### src/rtl/keypad_scan_ctrl.sv
// keypad_scan_ctrl: Avalon-MM slave that scans a 5-column keypad and debounces
// every key. Press and release events are queued in a FIFO for the CPU.
// Latency: readdata is combinational (read latency 0). A key change is accepted
// and pushed at the SAMPLE cycle of the DEBOUNCE_SCANS-th differing scan.
// Backpressure: none towards the keypad. When the FIFO is full, the new event
// is dropped and the sticky overflow bit is set.
//
// Ports: clk, reset_n (async, active-low); Avalon slave address/chipselect/
// read_n/write_n/writedata/readdata; col_out (active-low column drive, one-cold
// while scanning); row_in (active-low row sense, asynchronous); irq.
// Optional feature macro: KEYPAD_SCAN_IRQ_EN (IRQ_MASK register plus registered irq).
//
// Registers: 0 EVENT (pops on read), 1 STATUS, 2 CONTROL, 3 IRQ_MASK.

module keypad_scan_ctrl #(
    parameter int ROWS           = 4,
    parameter int SETTLE_CYCLES  = 500,
    parameter int DEBOUNCE_SCANS = 4,
    parameter int FIFO_DEPTH     = 8
) (
    input  logic            clk,
    input  logic            reset_n,
    input  logic [1:0]      address,
    input  logic            chipselect,
    input  logic            read_n,
    input  logic            write_n,
    input  logic [31:0]     writedata,
    output logic [31:0]     readdata,
    output logic [4:0]      col_out,
    input  logic [ROWS-1:0] row_in,
    output logic            irq
);

    localparam int NKEYS = 5 * ROWS;
    localparam int KW    = $clog2(NKEYS);
    localparam int SW    = (SETTLE_CYCLES > 1) ? $clog2(SETTLE_CYCLES) : 1;
    localparam int AW    = $clog2(FIFO_DEPTH);
    localparam int CW    = AW + 1;

    typedef enum logic [1:0] {S_IDLE, S_DRIVE, S_SAMPLE, S_NEXT} state_t;

    state_t          state_q, state_d;
    logic [2:0]      col_q, col_d;
    logic [2:0]      row_q, row_d;
    logic [SW-1:0]   settle_q, settle_d;
    logic            enable_q, enable_d;
    logic            overflow_q;
    logic [ROWS-1:0] row_s1_q, row_s2_q;
    logic [NKEYS-1:0] stable_q;
    logic [3:0]      cnt_q [NKEYS];
    logic [6:0]      mem_q [FIFO_DEPTH];
    logic [AW-1:0]   wr_ptr_q, rd_ptr_q;
    logic [CW-1:0]   count_q;

    // ---------------- bus decode ----------------
    logic rd_en, wr_en, pop, flush, fifo_full, fifo_empty;
    assign rd_en      = chipselect & ~read_n;
    assign wr_en      = chipselect & ~write_n;
    assign fifo_empty = (count_q == '0);
    assign fifo_full  = (count_q == CW'(FIFO_DEPTH));
    assign pop        = rd_en & (address == 2'd0) & ~fifo_empty;
    assign flush      = wr_en & (address == 2'd2) & writedata[1];
    assign enable_d   = (wr_en && address == 2'd2) ? writedata[0] : enable_q;

    logic unused_wdata;
    assign unused_wdata = ^{writedata[31:17], writedata[15:2]};

    // ---------------- scan FSM ----------------
    // Next-state looks at enable_d so an enable write is visible on col_out
    // in the very next cycle, and a disable write returns to IDLE just as fast.
    always_comb begin
        state_d  = state_q;
        col_d    = col_q;
        row_d    = row_q;
        settle_d = settle_q;
        case (state_q)
            S_IDLE: begin
                col_d    = 3'd0;
                row_d    = 3'd0;
                settle_d = '0;
                if (enable_d) state_d = S_DRIVE;
            end
            S_DRIVE: begin
                if (settle_q == SW'(SETTLE_CYCLES - 1)) begin
                    settle_d = '0;
                    row_d    = 3'd0;
                    state_d  = S_SAMPLE;
                end else begin
                    settle_d = settle_q + SW'(1);
                end
            end
            S_SAMPLE: begin
                if (row_q == 3'(ROWS - 1)) state_d = S_NEXT;
                else                       row_d   = row_q + 3'd1;
            end
            S_NEXT: begin
                col_d    = (col_q == 3'd4) ? 3'd0 : col_q + 3'd1;
                settle_d = '0;
                state_d  = S_DRIVE;
            end
            default: state_d = S_IDLE;
        endcase
        if (!enable_d) begin
            state_d  = S_IDLE;
            col_d    = 3'd0;
            row_d    = 3'd0;
            settle_d = '0;
        end
    end

    assign col_out = (state_q == S_IDLE) ? 5'h1F : ~(5'b00001 << col_q);

    // ---------------- debounce ----------------
    logic [7:0]    row_pad;
    logic [KW-1:0] key_idx;
    logic          sample_pressed, cur_stable, push_req;
    logic [3:0]    cur_cnt, key_cnt_d;

    always_comb begin
        row_pad = '1;
        row_pad[ROWS-1:0] = row_s2_q;
    end

    assign key_idx        = KW'(col_q) * KW'(ROWS) + KW'(row_q);
    assign sample_pressed = ~row_pad[row_q];
    assign cur_stable     = stable_q[key_idx];
    assign cur_cnt        = cnt_q[key_idx];

    always_comb begin
        push_req  = 1'b0;
        key_cnt_d = cur_cnt;
        if (state_q == S_SAMPLE) begin
            if (sample_pressed == cur_stable) begin
                key_cnt_d = 4'd0;
            end else if (cur_cnt == 4'(DEBOUNCE_SCANS - 1)) begin
                key_cnt_d = 4'd0;
                push_req  = 1'b1;
            end else begin
                key_cnt_d = cur_cnt + 4'd1;
            end
        end
    end

    // ---------------- FIFO control ----------------
    // A push into a full FIFO still succeeds when the head is popped in the
    // same cycle; flush overrides both.
    logic do_push, do_pop, ovf_set;
    assign do_push = push_req & (~fifo_full | pop) & ~flush;
    assign do_pop  = pop & ~flush;
    assign ovf_set = push_req & fifo_full & ~pop & ~flush;

    always_ff @(posedge clk or negedge reset_n) begin
        if (!reset_n) begin
            state_q    <= S_IDLE;
            col_q      <= 3'd0;
            row_q      <= 3'd0;
            settle_q   <= '0;
            enable_q   <= 1'b0;
            overflow_q <= 1'b0;
            row_s1_q   <= '1;
            row_s2_q   <= '1;
            stable_q   <= '0;
            for (int k = 0; k < NKEYS; k++) cnt_q[k] <= 4'd0;
            wr_ptr_q   <= '0;
            rd_ptr_q   <= '0;
            count_q    <= '0;
        end else begin
            state_q  <= state_d;
            col_q    <= col_d;
            row_q    <= row_d;
            settle_q <= settle_d;
            enable_q <= enable_d;
            row_s1_q <= row_in;
            row_s2_q <= row_s1_q;

            // Disabling drops partial debounce progress; stable bits persist.
            if (!enable_q) begin
                for (int k = 0; k < NKEYS; k++) cnt_q[k] <= 4'd0;
            end else if (state_q == S_SAMPLE) begin
                cnt_q[key_idx] <= key_cnt_d;
                if (push_req) stable_q[key_idx] <= ~cur_stable;
            end

            if (ovf_set)
                overflow_q <= 1'b1;
            else if (wr_en && address == 2'd1 && writedata[16])
                overflow_q <= 1'b0;

            if (flush) begin
                wr_ptr_q <= '0;
                rd_ptr_q <= '0;
                count_q  <= '0;
            end else begin
                if (do_push) wr_ptr_q <= wr_ptr_q + AW'(1);
                if (do_pop)  rd_ptr_q <= rd_ptr_q + AW'(1);
                if (do_push && !do_pop)      count_q <= count_q + CW'(1);
                else if (!do_push && do_pop) count_q <= count_q - CW'(1);
            end
        end
    end

    // Event payload: {press, row[2:0], col[2:0]}.
    always_ff @(posedge clk) begin
        if (do_push) mem_q[wr_ptr_q] <= {~cur_stable, row_q, col_q};
    end

`ifdef KEYPAD_SCAN_IRQ_EN
    logic mask_q, irq_q;
    always_ff @(posedge clk or negedge reset_n) begin
        if (!reset_n) begin
            mask_q <= 1'b0;
            irq_q  <= 1'b0;
        end else begin
            if (wr_en && address == 2'd3) mask_q <= writedata[0];
            irq_q <= mask_q & ~fifo_empty;
        end
    end
    assign irq = irq_q;
`else
    assign irq = 1'b0;
`endif

    // ---------------- read mux ----------------
    logic [6:0] head;
    assign head = mem_q[rd_ptr_q];

    always_comb begin
        readdata = 32'd0;
        if (rd_en) begin
            case (address)
                2'd0: if (!fifo_empty)
                          readdata = {1'b1, 22'd0, head[6], 1'b0, head[5:3], 1'b0, head[2:0]};
                2'd1: begin
                    readdata[CW-1:0] = count_q;
                    readdata[16]     = overflow_q;
                    readdata[24]     = enable_q;
                end
                2'd2: readdata[0] = enable_q;
`ifdef KEYPAD_SCAN_IRQ_EN
                2'd3: readdata[0] = mask_q;
`endif
                default: readdata = 32'd0;
            endcase
        end
    end

endmodule

### config.mk
export PLATFORM = sky130hd
export DESIGN_NAME = keypad_scan_ctrl
export DESIGN_NICKNAME = d
export VERILOG_FILES = /design/src/rtl/keypad_scan_ctrl.sv
export SDC_FILE = /design/constraint.sdc
export NUM_CORES = 1
export LEC_CHECK = 0
export BUFFER_PORTS_ARGS = -buffer_cell sky130_fd_sc_hd__buf_2
export CAP_MARGIN = 10
export CORE_MARGIN = 5
export CORE_UTILIZATION = 60
export CTS_CLUSTER_DIAMETER = 80
export DETAILED_ROUTE_END_ITERATION = 10
export GPL_TIMING_DRIVEN = 1
export PLACE_DENSITY = 0.83
export SLEW_MARGIN = 10
export SYNTH_ARGS = -nofsm -noshare
export SYNTH_HDL_FRONTEND = slang
export SYNTH_SLANG_ARGS = --single-unit
### constraint.sdc
create_clock -name clk -period 14.7 [get_ports clk]
set_clock_uncertainty 0.15 [all_clocks]
set_input_delay 0.735 -clock clk [delete_from_list [all_inputs] [get_ports clk]]
set_output_delay 0.735 -clock clk [all_outputs]
set_load 0.01 [all_outputs]
== After elaboration in Yosys (flattened, before gate mapping) ==
Memory sizes are Yosys's and may differ from the RTL's.
Index checks and enable logic that the tools add are counted.
Word-level totals
  word-level logic and storage cells: 166
  output and inout port bits: 38
  memories: 1
  memory bits (writable): 56
  register bits after elaboration: 137
  input port bits: 43
Memories
  mem_q: depth 8, width 7, read ports 1, clocked after Yosys merged registers in 0, wr ports 1, line 51  | logic [6:0] mem_q [FIFO_DEPTH];
Cells by class
  order comparisons: 5
  mux-type cells: 57
  add/sub/neg operators: 9
  equal/unequal tests: 18
  shift operators: 1
  reductions and logical operators: 20
  bitwise operators: 23
Operators with widths (count)
  80-bit 2-to-1 mux: 2
  80-bit bitwise mux: 1
  32-bit 2-to-1 mux: 2
  4-bit 2-to-1 mux: 9
  3-bit 2-to-1 mux: 9
  4-bit binary-select mux with 5-bit select: 1
  20-bit bitwise mux: 1
  4-bit demux with 5-bit select: 1
  9-bit 2-to-1 mux: 2
  9-bit one-hot mux with 2 select lines: 1
  7-bit 2-to-1 mux: 2
  3-bit by 1-bit adder with 3-bit output (second input constant): 4
  1-bit bitwise AND: 12
  12-bit 2-to-1 mux: 1
  3-bit one-hot mux with 2 select lines: 2
  1-bit 2-to-1 mux: 11
  9-bit by 1-bit adder with 9-bit output (second input constant): 1
  9-bit equality test (second input constant): 1
  3-bit inequality test (second input constant): 3
  3-bit one-hot mux with 3 select lines: 1
  4-bit by 1-bit adder with 4-bit output (second input constant): 2
  1-bit NOT: 8
  1-bit logical AND: 7
  2-bit equality test (second input constant): 3
  other kinds (37): 46

== Depth between registers and ports, before layout ==
  depth after elaboration: 16
  gate-level depth with buffers: 20
  gate-level depth less buffers: 18

== Least setup slack after synthesis ==
OpenSTA, ideal clock, no wires.
  path type: register to register
  start: reg col_q[0]
  end: reg count_q[3]
  data arrival time: 4325 ps
  buffers on the path: 3
  cell stages (with the launch flop): 21
  library setup time: 137 ps
  period minus slack after synthesis: 4612 ps
  setup slack: 10088 ps
  data required time: 14413 ps
  path through: dfrtp_1 ha_1 clkbuf_1 clkbuf_1 mux4_2 nand2_1 a21oi_1 a211oi_1 inv_1 ha_1 nand3_4 or3_1 buf_6 or3_1 ha_1 a21o_1 a21oi_1 nand3b_1 nor3_1 a311oi_1 nor4_1
Between the ends
  cells in the longest elaborated chain, start to end: 14
  elaborated cells on any way between the ends: 20
  classes of those cells: add/sub (1); eq/ne (2); mux (10); bitwise (3); reduce/logical (4)
RTL lines
  start, declared: line 43  | logic [2:0] col_q, col_d;
  start signal, assigned: line 169  | col_q <= col_d;
  5-bit by 3-bit adder with 5-bit output *: line 124  | assign key_idx = KW'(col_q) * KW'(ROWS) + KW'(row_q);
  5-bit NOT with 6-bit output (implied by the code): line 127  | assign cur_cnt = cnt_q[key_idx];
  4-bit binary-select mux with 5-bit select: line 127
  4-bit 2-to-1 mux (implied by the code) (2 in series): line 127
  4-bit by 2-bit equality test with 1-bit output: line 135  | end else if (cur_cnt == 4'(DEBOUNCE_SCANS - 1)) begin
  1-bit 2-to-1 mux: line 135
  1-bit 2-to-1 mux *: line 133  | if (sample_pressed == cur_stable) begin
  1-bit 2-to-1 mux *: line 132  | if (state_q == S_SAMPLE) begin
  1-bit bitwise AND * (2 in series): line 148  | assign do_push = push_req & (~fifo_full | pop) & ~flush;
  1-bit logical AND or 1-bit logical NOT (tied branches): line 196, 197
  4-bit 2-to-1 mux or 1-bit logical AND (tied branches): line 196, 197
  4-bit 2-to-1 mux or 3-bit nonzero test (tied branches)
  end signal, assigned: line 196  | if (do_push && !do_pop) count_q <= count_q + CW'(1);
  end signal, assigned: line 197  | else if (!do_push && do_pop) count_q <= count_q - CW'(1);
  end, declared: line 53  | logic [CW-1:0] count_q;
Mark *: on every way between the ends. The rest lies on a longest branch, timed or not. The select of a mux whose other input is x is not followed.
A chain may end at the register's enable or synchronous reset.

== Final worst setup path ==
Ends and elaborated chain as after synthesis.

==> out/metrics.csv <==
metric,value,unit
post-synthesis sequential area ratio,0.536,
"commonest cells after routing, fill and taps aside","dfrtp_1, nor2_1, nand2_1",
Area Overhead vs Synth,8.49,%
share of layout cells above drive strength 1,0.181,
TritonCTS clock tree,built,
# setup viols final,0,
Core Region,0.0158,mm²
startpoint types,register,
Post-CTS Setup Inserts,0,
Final Hold Fails,0,
PwrDens,126,mW/mm²
"Clk Latency, worst-skew pair",0.45,ns
yosys warns,0,
Routed WL,20500,µm
Placer Congestion,0.823,
synthesized cell area,0.00956,mm²
Routed Antenna Nets,0,
routed length per placed instance,19.4,µm
crit path capture,count_q[3],
IO Pins,81,
Max Fclk,177,MHz
asr flop ratio synth,0.710,
Worst Reg-to-Reg Cells,15,
row cnt,46,
H-tree Lvls,4,
HP Class,in2async,
Overflow after GRT,0,
vias,6436,
CP Cell Sequence,ha_1 -> inv_1 -> a2111oi_0 -> nor4_1 -> a211oi_2 -> xor2_1 -> or3_1 -> or3_1 -> ha_1 -> a21o_1 -> a21oi_1 -> nand3b_1 -> nor3_1 -> a311oi_1 -> nor4_1,
Iter 0 DRT Violations,447,
CP Data Required Time,14.87,ns
"Slew Viols, Final",0,
CP Class,reg2reg,
via-per-instance ratio,6.09,
Die ar.,0.0185,mm²
max capacitance violation total,0,
Crit path depth,15,
Tot GR Track Use,0.235,
synth unique cells,64,
syn avg cell area,11.7,µm²
antenna violations before repair,0,
maximum vdd ir drop,0.0000942,V
initial core utilization,0.606,
port bufs,29,
antenna cell count,0,
setup TNS,0,ns
Slowest cell on crit path,ha_1,
worst-path fanout max,22,
Crit. End Element,register,
Reg2Reg Capture Point,count_q[3],
"leading cell type in the layout, fill and taps excluded",dfrtp_1,
root buf cell,clkbuf_16,
CTS Hold Bufs,0,
outcome,finished clean,
Seq cells post-synth,193,
unrepaired setup endpoints after global routing,false,
Mapped Cells,814,
"CP delay by family, top",compound AO/OA/AOI/OAI gates,
Detailed Routing Iterations Pass 1,5,
Hold WS,0.108,ns
Die Wd,136,µm
Worst Path Buf+Inv,1,
launch point of the worst reg-to-reg path,col_q[0],
clk sink count,193,
"Primary FF master, synth",dfrtp_1,
measured slew at the worst slew-check pin,1.08,ns
CP startpoint,col_q[0],
clock buffer depth,2,
crit path DAT,5.82,ns
slew margin rel.,0.272,
CTS buffer count,17,
"EDFF count, synth",56,
vias in the first global route,6418,
first-pass GRT wire length,33500,µm
Detailed Place HPWL,13100,µm
CP peak stage delay,0.90,ns
Final Net Count,893,
"Reg clk slew, reported paths",0.08,ns
die span in y,136,µm
# DRC,0,
period utilisation layout,0.384,
final worst path period need,5.65,ns
Leakage Power,4.11,nW
largest net degree at the start of global routing,75,
Post-CTS Resized,0,
Reg2Reg Setup Slack,9.05,ns
-- power breakdown --
group	leakage [nW]	switching, W	internal [W]
registers	2.33	0.0000394	0.000568
logic	1.49	0.000139	0.0000925
clock network	0.296	0.000233	0.000231
-- synthesized netlist by cell type (all sizes together), types with 2 or more instances --
| library cell | n | area share |
|---|---|---|
| nor3b | 4 | 0.0042 |
| and2b | 2 | 0.0016 |
| nand2b | 9 | 0.0059 |
| nor4 | 5 | 0.0033 |
| ha | 22 | 0.029 |
| dfstp | 8 | 0.022 |
| buf | 34 | 0.026 |
| and3 | 5 | 0.0033 |
| mux4 | 38 | 0.091 |
| nand2 | 72 | 0.029 |
| a21o | 3 | 0.0024 |
| edfxtp | 56 | 0.18 |
| o31ai | 3 | 0.0024 |
| nand3 | 28 | 0.016 |
| a211oi | 4 | 0.0050 |
| mux2i | 50 | 0.052 |
| xnor2 | 5 | 0.0054 |
| a21oi | 66 | 0.035 |
| o21ai | 44 | 0.023 |
| nor3 | 18 | 0.0094 |
| inv | 21 | 0.0082 |
| a31oi | 4 | 0.0026 |
| nor2 | 86 | 0.034 |
| or3 | 7 | 0.0051 |
| or2 | 3 | 0.0020 |
| dfrtp | 129 | 0.34 |
| nor4bb | 2 | 0.0021 |
| o2111ai | 2 | 0.0018 |
| mux2 | 22 | 0.026 |
| a2111oi | 2 | 0.0018 |
| clkbuf | 32 | 0.013 |
| nand4 | 3 | 0.0020 |
| xor2 | 7 | 0.0064 |
-- layer usage --
metal  share of wire  track usage  vias to the layer above
met1            0.41        0.308                     3251
met3           0.067       0.0551                       38
met5               0            0                        -
met2            0.51        0.387                      219
li1                -            -                     2928
met4           0.022       0.0812                        0
-- stage by stage --
| stage | power, W | setup slack (ns) | instance area [µm²] | std cells | utilization |
|---|---|---|---|---|---|
| 5_1_grt | 0.00136 | 8.75 | 10400 | 1056 | 0.657 |
| 6_report | 0.00130 | 9.05 | 10400 | 1056 | 0.657 |
| 2_1_floorplan | 0.000785 | 10.09 | 9630 | 835 | - |
| 4_1_cts | 0.00131 | 9.08 | 10400 | 1056 | 0.657 |
| 3_5_place_dp | 0.000847 | 9.12 | 9760 | 1024 | 0.619 |
| 3_3_place_gp | 0.000840 | 9.26 | 9760 | 1024 | 0.619 |
-- sequential cells by signal, summed over array words and instances (netlist names), 2 cells and up --
signal / flops
stable_q: 20
state_q: 2
row_s1_q: 4
cnt_q: 80
col_q: 3
mem_q: 56
count_q: 4
rd_ptr_q: 3
row_s2_q: 4
wr_ptr_q: 3
settle_q: 9
row_q: 3
-- worst min path at each step --
stage / slack (ns) / startpoint / depth (start not counted) / endpoint
CTS: 0.13 / reset_n / 1 / stable_q[9]
detailed placement: 0.20 / row_s1_q[1] / 0 / row_s2_q[1]
global placement: 0.20 / row_s1_q[2] / 0 / row_s2_q[2]
floorplan: 0.20 / row_s1_q[0] / 0 / row_s2_q[0]
finish: 0.11 / reset_n / 1 / cnt_q[45]
global route: 0.17 / reset_n / 1 / stable_q[9]
-- cells by family after synthesis --
logic type                 Yosys count  share of synthesized area
and+or+nand+nor                    251                      0.123
DFF                                193                      0.536
AOI/OAI and AO/OA                  137                     0.0816
muxes                              110                      0.169
buffers and inverters               87                     0.0473
adders and majority gates           23                     0.0309
xor gates and xnor gates            12                     0.0118
other                                1                   0.000392
-- worst reg2reg max path: stages (launching register included) --
cell       delay [ns]
dfrtp_1          0.53
ha_1             0.90
inv_1            0.34
a2111oi_0        0.59
nor4_1           0.17
a211oi_2         0.30
xor2_1           0.25
or3_1            0.57
or3_1            0.45
ha_1             0.29
a21o_1           0.17
a21oi_1          0.26
nand3b_1         0.15
nor3_1           0.05
a311oi_1         0.27
nor4_1           0.08
-- final cells by class --
cell class | instances | area, µm²
clock inverters | 15 | 176
flip-flops and latches | 193 | 5120
fillers | 1148 | 5400
inverters | 21 | 78.8
multi-input cells | 555 | 4070
repair buffers | 39 | 226
well taps | 216 | 270
clock buffers | 17 | 425
Power figures use the tool's default switching activity.
